`src/rtl/adder_sched_pkg.sv`:
```
// rtl/adder_sched_pkg.sv - shared types and constants for the adder scheduler
package adder_sched_pkg;

    typedef enum logic {
        ST_EMPTY = 1'b0,
        ST_FULL  = 1'b1
    } state_t;

    localparam int N_REQ_DEF = 4;
    localparam int W_DEF     = 32;

    function automatic int id_width(input int n);
        return (n > 1) ? $clog2(n) : 1;
    endfunction

endpackage

```
`src/rtl/brent_kung_adder.sv`:
```
// rtl/brent_kung_adder.sv - 32-bit Brent-Kung prefix adder, carry-in 0, no carry-out
module brent_kung_adder (
    input  logic [31:0] a_i,
    input  logic [31:0] b_i,
    output logic [31:0] sum_o
);

    logic [31:0] p;
    logic [31:0] gg;
    logic [31:0] pp;

    always_comb begin
        p  = a_i ^ b_i;
        gg = a_i & b_i;
        pp = p;
        // Up-sweep builds prefixes at 2^k-1; down-sweep fills the remaining positions.
        for (int d = 1; d < 32; d = d * 2) begin
            for (int i = 2 * d - 1; i < 32; i = i + 2 * d) begin
                gg[5'(i)] = gg[5'(i)] | (pp[5'(i)] & gg[5'(i - d)]);
                pp[5'(i)] = pp[5'(i)] & pp[5'(i - d)];
            end
        end
        for (int d = 8; d >= 1; d = d / 2) begin
            for (int i = 3 * d - 1; i < 32; i = i + 2 * d) begin
                gg[5'(i)] = gg[5'(i)] | (pp[5'(i)] & gg[5'(i - d)]);
                pp[5'(i)] = pp[5'(i)] & pp[5'(i - d)];
            end
        end
        sum_o = p ^ {gg[30:0], 1'b0};
    end

endmodule

```
`src/rtl/rr_arbiter.sv`:
```
// rtl/rr_arbiter.sv - round-robin selector starting at ptr, one-hot grant plus index
module rr_arbiter #(
    parameter int N  = 4,
    parameter int IW = 2
) (
    input  logic [N-1:0]  req_i,
    input  logic [IW-1:0] ptr_i,
    output logic [N-1:0]  gnt_o,
    output logic [IW-1:0] gnt_idx_o,
    output logic          any_o
);

    logic [IW-1:0] idx;

    always_comb begin
        gnt_idx_o = '0;
        any_o     = 1'b0;
        idx       = ptr_i;
        for (int k = 0; k < N; k++) begin
            if (!any_o && req_i[idx]) begin
                any_o     = 1'b1;
                gnt_idx_o = idx;
            end
            idx = (idx == IW'(N - 1)) ? '0 : idx + 1'b1;
        end
        gnt_o = any_o ? (N'(1) << gnt_idx_o) : '0;
    end

endmodule

```
`src/rtl/adder_scheduler.sv`:
```
// rtl/adder_scheduler.sv - round-robin sharing of one 32-bit adder among N_REQ requesters
module adder_scheduler
    import adder_sched_pkg::*;
#(
    parameter int N_REQ = N_REQ_DEF,
    parameter int W     = W_DEF
) (
    input  logic                          clk,
    input  logic                          rst,
    input  logic [N_REQ-1:0]              req_valid,
    input  logic [N_REQ*W-1:0]            req_a,
    input  logic [N_REQ*W-1:0]            req_b,
    output logic [N_REQ-1:0]              req_ready,
    output logic                          rsp_valid,
    input  logic                          rsp_ready,
    output logic [id_width(N_REQ)-1:0]    rsp_id,
    output logic [W-1:0]                  rsp_sum
);

    localparam int IW = id_width(N_REQ);

    state_t          state_q;
    logic [IW-1:0]   ptr_q, ptr_d;
    logic [IW-1:0]   rsp_id_q;
    logic [W-1:0]    rsp_sum_q, rsp_sum_d;
    logic [N_REQ-1:0] gnt;
    logic [IW-1:0]   gnt_idx;
    logic            any;
    logic            free;
    logic            xfer;
    logic [W-1:0]    a_arr [N_REQ];
    logic [W-1:0]    b_arr [N_REQ];
    logic [31:0]     op_a, op_b, sum;

    for (genvar k = 0; k < N_REQ; k++) begin : g_unpack
        assign a_arr[k] = req_a[k*W +: W];
        assign b_arr[k] = req_b[k*W +: W];
    end

    rr_arbiter #(
        .N  (N_REQ),
        .IW (IW)
    ) u_arb (
        .req_i     (req_valid),
        .ptr_i     (ptr_q),
        .gnt_o     (gnt),
        .gnt_idx_o (gnt_idx),
        .any_o     (any)
    );

    assign op_a = 32'(a_arr[gnt_idx]);
    assign op_b = 32'(b_arr[gnt_idx]);

    brent_kung_adder u_add (
        .a_i   (op_a),
        .b_i   (op_b),
        .sum_o (sum)
    );

    // Gating on rst keeps grants silent during reset even though the state is already EMPTY.
    assign free      = (state_q == ST_EMPTY) || rsp_ready;
    assign xfer      = free && any && !rst;
    assign req_ready = xfer ? gnt : '0;
    assign ptr_d     = (gnt_idx == IW'(N_REQ - 1)) ? '0 : gnt_idx + 1'b1;
    assign rsp_sum_d = sum[W-1:0];

    always_ff @(posedge clk or posedge rst) begin
        if (rst) begin
            state_q   <= ST_EMPTY;
            ptr_q     <= '0;
            rsp_id_q  <= '0;
            rsp_sum_q <= '0;
        end else begin
            case (state_q)
                ST_EMPTY: begin
                    if (xfer) state_q <= ST_FULL;
                end
                ST_FULL: begin
                    if (rsp_ready && !xfer) state_q <= ST_EMPTY;
                end
                default: state_q <= ST_EMPTY;
            endcase
            if (xfer) begin
                ptr_q     <= ptr_d;
                rsp_id_q  <= gnt_idx;
                rsp_sum_q <= rsp_sum_d;
            end
        end
    end

    assign rsp_valid = (state_q == ST_FULL);
    assign rsp_id    = rsp_id_q;
    assign rsp_sum   = rsp_sum_q;

endmodule

```
`config.mk`:
```
export PLATFORM = sky130hd
export DESIGN_NAME = adder_scheduler
export DESIGN_NICKNAME = d
export VERILOG_FILES = /design/src/rtl/adder_sched_pkg.sv /design/src/rtl/brent_kung_adder.sv /design/src/rtl/rr_arbiter.sv /design/src/rtl/adder_scheduler.sv
export SDC_FILE = /design/constraint.sdc
export NUM_CORES = 1
export LEC_CHECK = 0
export BUFFER_PORTS_ARGS = -buffer_cell sky130_fd_sc_hd__buf_2
export CORE_AREA = 2 2 118 120
export CTS_CLUSTER_DIAMETER = 50
export DETAILED_ROUTE_END_ITERATION = 16
export DIE_AREA = 0 0 120 122
export PLACE_DENSITY_LB_ADDON = 0.08
export SYNTH_ARGS = -nofsm -noshare
export SYNTH_HDL_FRONTEND = slang
export SYNTH_SLANG_ARGS = --single-unit
```
`constraint.sdc`:
```
create_clock -name clk -period 5.75 [get_ports clk]
set_input_delay 0 -clock clk [delete_from_list [all_inputs] [get_ports clk]]
set_output_delay 0 -clock clk [all_outputs]
set_load 0.005 [all_outputs]
```
# After elaboration in Yosys (flattened, before gate mapping)
# Index checks and enable logic that the tools add are counted.
# totals
register_bits	37
input_bits	263
# op_classes
shift	1
n_reduce_logical	12
n_lt_le_gt_ge	5
addsub	4
muxes	31
eq_ne	4
bitwise	68
# ops
cell	n
binary-select mux 32 bit (select 2 bit)	2
two-way mux 32 bit	4
bitwise XOR 32 bit	2
AND 1 bit	37
AND 31 bit	1
bitwise OR 1 bit	26
two-way mux 2 bit	8
less-than comparator 2 x 3 -> 1 bit (second input constant)	4
two-way mux 1 bit	10
adder 2 x 1 -> 2 bit (second input constant)	4
binary-select mux 1 bit (select 2 bit)	4
== test 2 bit (second input constant)	4
two-way mux 4 bit	2
logical AND 1 bit	6
zero test 1 bit	5
<< shifter 1 x 2 -> 4 bit (first input constant)	1
>= comparator 3 bit (second input constant)	1
inverter 2 -> 3 bit	1
one-hot mux 1 bit (2 select lines)	1
logical OR 1 bit	1
inverter 1 bit	1

# Logic depth before layout (Yosys ltp)
# depth
depth_word	30
depth_mapped	25
mapped_depth_nobuf	22

# By module
# Synthesis repeated with hierarchy kept, for this count alone.
# hier_totals
cells_unflattened	322
area_unflattened_um2	4411.7
# by_module_without_submodules
module	area_per_inst_um2	n_inst	cells_each	seq_area_each_um2
adder_scheduler	2977.9	1	167	925.9
brent_kung_adder	1032.2	1	109	0.0
rr_arbiter	401.6	1	46	0.0

# Worst setup path after synthesis
# Ideal clock, no wire load.
# synth_timing
path_kind	reg-to-reg
from	reg ptr_q[0]
to	reg rsp_sum_q[11], in the netlist rsp_sum[11]
setup_ps	133
arrival_time_ps	5269
path_buffers	2
setup_slack_ps	348
stages_incl_launch_ff	24
path_cell_list	dfrtp_1 -> ha_1 -> or3_4 -> a21oi_1 -> o21ai_1 -> a211o_1 -> a211oi_2 -> buf_4 -> buf_4 -> and3_1 -> a31oi_1 -> ha_1 -> fa_1 -> a21o_1 -> a21o_1 -> a21o_1 -> a31o_2 -> a21oi_1 -> nor2b_1 -> o21ai_0 -> nand2b_1 -> fa_1 -> xnor2_1 -> o21ai_0
# synth_via
elab_chain_cells	28
# synth_rtl
element	line	text
start: declaration	adder_scheduler.sv:23	logic [IW-1:0] ptr_q, ptr_d;
start signal: assignment	adder_scheduler.sv:84	ptr_q <= ptr_d;
parallel branches: the longest is 11 deep, another holds adder 2 x 1 -> 2 bit	n/a	
two-way mux 2 bit *	rr_arbiter.sv:20	if (!any_o && req_i[idx]) begin
net gnt_idx[0]	adder_scheduler.sv:27	logic [IW-1:0] gnt_idx;
inverter 2 -> 3 bit (implied by the code) *	adder_scheduler.sv:51, adder_scheduler.sv:52	
binary-select mux 32 bit (select 2 bit), on equally long branches	adder_scheduler.sv:51, adder_scheduler.sv:52	
two-way mux 32 bit, on equally long branches (2 in a row)	adder_scheduler.sv:51, adder_scheduler.sv:52	
bitwise XOR 32 bit or AND 31 bit (tied branches)	brent_kung_adder.sv:13, brent_kung_adder.sv:14	
AND 1 bit	brent_kung_adder.sv:19	gg[5'(i)] = gg[5'(i)] | (pp[5'(i)] & gg[5'(i - d)]);
[2 not listed]	n/a	
bitwise OR 1 bit	brent_kung_adder.sv:19	
AND 1 bit	brent_kung_adder.sv:19	
bitwise OR 1 bit	brent_kung_adder.sv:19	
AND 1 bit	brent_kung_adder.sv:25	gg[5'(i)] = gg[5'(i)] | (pp[5'(i)] & gg[5'(i - d)]);
bitwise OR 1 bit	brent_kung_adder.sv:25	
AND 1 bit	brent_kung_adder.sv:25	
bitwise OR 1 bit	brent_kung_adder.sv:25	
bitwise XOR 32 bit *	brent_kung_adder.sv:29	sum_o = p ^ {gg[30:0], 1'b0};
end signal: assignment	adder_scheduler.sv:86	rsp_sum_q <= rsp_sum_d;
end: declaration	adder_scheduler.sv:25	logic [W-1:0] rsp_sum_q, rsp_sum_d;
# Mark *: on every way through the listed nets, which the timed path passes. The select of a mux whose other input is x is not followed.
# A chain may end at the register's enable or synchronous reset.

# Worst setup path after layout
# layout_timing
from	reg ptr_q[1]
to	reg rsp_sum_q[11], in the netlist rsp_sum[11]
# layout_via
elab_chain_cells	28
# layout_rtl
element
parallel branches: the longest is 28 deep, another holds adder 2 x 1 -> 2 bit
# Parallel ways; which one is timed is not known. The select of a mux whose other input is x is not followed.

==> metrics.md <==
| Metric | Value |
|---|---|
| Largest family of logic cells by synthesized area | `simple AND/OR/NAND/NOR gates` |
| Fin crit share | `93.4%` |
| Setup TNS | `0 ns` |
| Htree depth | `2` |
| Placeable Area | `0.0135 mm^2` |
| Register area share after synthesis | `19.8%` |
| CTS buffer count | `5` |
| Setup Skew | `0.00682 ns` |
| Largest net degree at the start of global routing | `55` |
| Vias post-DR | `5578` |
| Required @ worst endpoint | `5.94 ns` |
| Ports | `302` |
| Hold crit path type | `input pin to register` |
| Worst slew pin tran | `0.908 ns` |
| Initial antenna violation count | `0` |
| Die ar. | `0.0146 mm^2` |
| Mux cell area share after synthesis | `6.45%` |
| Avg Cell Area, Syn | `6.95 um^2` |
| Final max-slew violation count | `0` |
| Min Tclk post-route | `5.37 ns` |
| Initial DRT Pass Iterations | `5` |
| YS warnings | `0` |
| Worst EP arrival | `5.56 ns` |
| Detailed Route WL | `15500 um` |
| # nets final | `1255` |
| CTS tree | `built` |
| RSZ-0062 raised after global routing | `false` |
| Die width | `120 um` |
| Clock latency on the worst-skew pair | `0.27 ns` |
| Post-Syn Area | `0.00467 mm^2` |
| Cell variety after synth | `54` |
| First-pass GRT wire length | `24500 um` |
| Most used DFF post-synth | `dfrtp_1` |
| Crit Path Class | `register to register` |
| Cells after DPL | `1116` |
| Xor/xnor share of the synthesized area | `4.31%` |
| Seq cells post-synth | `37` |
| Vias per inst | `4.94` |
| CTS Root Buffer Type | `clkbuf_16` |
| Final setup fails | `0` |
| Compound-Gate Fraction of Synth Area | `15.8%` |
| Avg WL per Cell | `13.7 um` |
| Clock transition at the registers of the reported paths | `0.05 ns` |
| Starting DRT DRC Count | `206` |
| DR DRC count | `0` |
| Critical path peak fanout | `8` |
| I/O Buffers | `301` |
| Area growth syn-to-layout | `38.6%` |
| Fmax achieved | `0.186 GHz` |
| Setup crit start kind | `register` |
| Setup crit end kind | `register` |
| Fraction of layout cells with a size suffix above 1 | `36.8%` |
| Post-route ant nets | `0` |
| Max-cap viol count | `0` |
| DPL Wire Length | `12500 um` |
| Post-Synth Simple-Gate Area | `33.9%` |
| Placer Congestion | `0.826` |
| Num rows | `43` |
| Initial Util | `34.6%` |
| Vias in the first global route | `5152` |
| Final Instance Count excl. Fillers | `1129` |
| Slew HR | `39.3%` |
| Outcome | `completed` |
| Post-synth EDFFs | `0` |
| Final Hold Viols | `0` |
| FFs w/ async S/R, synth | `100%` |
| Grt ovf | `0` |
| Synth Instances | `673` |
| Adder-Cell Fraction of Synth Area | `12.8%` |
| GR Util All Layers | `20.2%` |
| Post-Syn Nets | `979` |
| Die outline height | `122 um` |
| ANT cells | `0` |
| Clk sinks | `37` |
| CTS max path bufs | `2` |
[sequential cells by signal, summed over array words and instances, names as in the netlist]
| name | flops |
|---|---|
| ptr_q | 2 |
| rsp_id | 2 |
| rsp_sum | 32 |
| rsp_valid | 1 |
[final timing paths]
path,startpoint,endpoint,slack [ns],cells after the start
hold / removal,rsp_ready,rsp_valid$_DFF_PP0_,0.18,3
setup reg to reg,ptr_q[1]$_DFFE_PP0P_,rsp_sum[11]$_DFFE_PP0P_,0.38,22
hold reg to reg,rsp_sum[4]$_DFFE_PP0P_,rsp_sum[4]$_DFFE_PP0P_,0.46,2
setup / recovery,ptr_q[1]$_DFFE_PP0P_,rsp_sum[11]$_DFFE_PP0P_,0.38,22
min in group asynchronous,rst,rsp_sum[22]$_DFFE_PP0P_,0.42,4
max in group asynchronous,rst,ptr_q[1]$_DFFE_PP0P_,4.97,4
[cell usage after synthesis (all sizes together) (2+ instances only)]
cell type	count	area (um^2)
o21ai	33	165
and2	6	37.5
nand3	4	20.0
a21oi	5	25.0
nand2b	2	12.5
ha	35	438
clkbuf	28	105
mux4	2	45.0
o31a	3	26.3
a211oi	2	20.0
inv	11	43.8
a31oi	56	350
dfrtp	37	926
xor2	3	26.3
buf	21	178
fa	8	160
and3	57	357
nand2	277	1040
mux2i	20	200
mux2	5	56.3
nor2	6	22.5
or3	2	17.5
xnor2	20	175
nor2b	4	25.0
nor3	3	15.0
a21o	5	37.5
[cell usage in the layout (no fill, tap or decap), types with 2 or more instances in the layout]
cell type  Yosys  final
inv_1          7      5
a21oi_1        5      4
a21o_1         5      5
mux2_2         5      5
dfrtp_1       37     36
clkbuf_16      0      5
inv_2          3      5
o21ai_0       30     30
nor3_1         3      3
buf_2          3    301
o21ai_1        3      3
a211oi_4       0      2
mux2i_1       20     20
xnor2_1       20     20
a31oi_1       56     56
nor2b_1        4      4
buf_4         12     14
xor2_1         3      3
fa_1           8      8
o31a_1         3      3
and3_1        57     57
and2_1         6      6
nand2_1      277    277
nor2_1         6      6
mux4_2         2      2
nand3_1        4      4
ha_1          35     34
[area by class of cell]
class / instances / area, um^2
clock buffers: 7 / 143
fillers: 1437 / 7030
inverters: 11 / 43.8
multi-input cells: 577 / 3510
flip-flops and latches: 37 / 927
well taps: 180 / 225
repair buffers: 317 / 1630
[cell families after synthesis]
group / count (synthesis)
simple gates: 366
compound gates: 117
buf+inv: 60
fa+ha+maj: 43
flops: 37
mux: 27
xor+xnor: 23
[critical path, stage by stage (launching register included)]
cell,delay [ns]
dfrtp_2,0.46
ha_4,0.27
or3_4,0.42
and4_1,0.26
o31a_1,0.35
a32o_4,0.36
buf_4,0.18
nand2_1,0.07
and3_1,0.15
a31oi_1,0.04
ha_1,0.21
fa_1,0.48
a21o_1,0.17
a21o_1,0.21
a21o_1,0.20
a31o_2,0.26
a21oi_2,0.19
nor2b_1,0.06
o21ai_0,0.15
nand2b_1,0.10
fa_1,0.44
xnor2_1,0.13
o21ai_0,0.13
[repair_timing]
item                                    CTS  global route
endpoints found under the setup margin    0             4
endpoints found under the hold margin    37             0
hold buffers                              1             0
resized for setup                         0            10
setup buffers                             0             4
[stage by stage]
stage | hold WS [ns] | worst slack [ns] | instance area (um^2) | util [%]
final | 0.185 | 0.381 | 6480 | 48.0
after global routing | 0.212 | 0.0228 | 6480 | 48.0
after CTS | 0.171 | 0.126 | 6380 | 47.2
after detailed placement | 0.146 | 0.124 | 6230 | 46.1
after global placement | 0.142 | 0.222 | 6230 | 46.1
after floorplan | 0.188 | 0.348 | 4670 | -
[layer usage]
metal,GRT usage [%],up-vias,routed length [um]
li1,-,2852,-
met1,24.9,2541,6620
met2,37.7,173,7780
met3,3.32,12,926
met4,3.01,0,143
met5,0,-,0
Power is left out: the tool's default activity adds up to more than one toggle a clock period on the data nets, which glitch-free logic cannot reach.
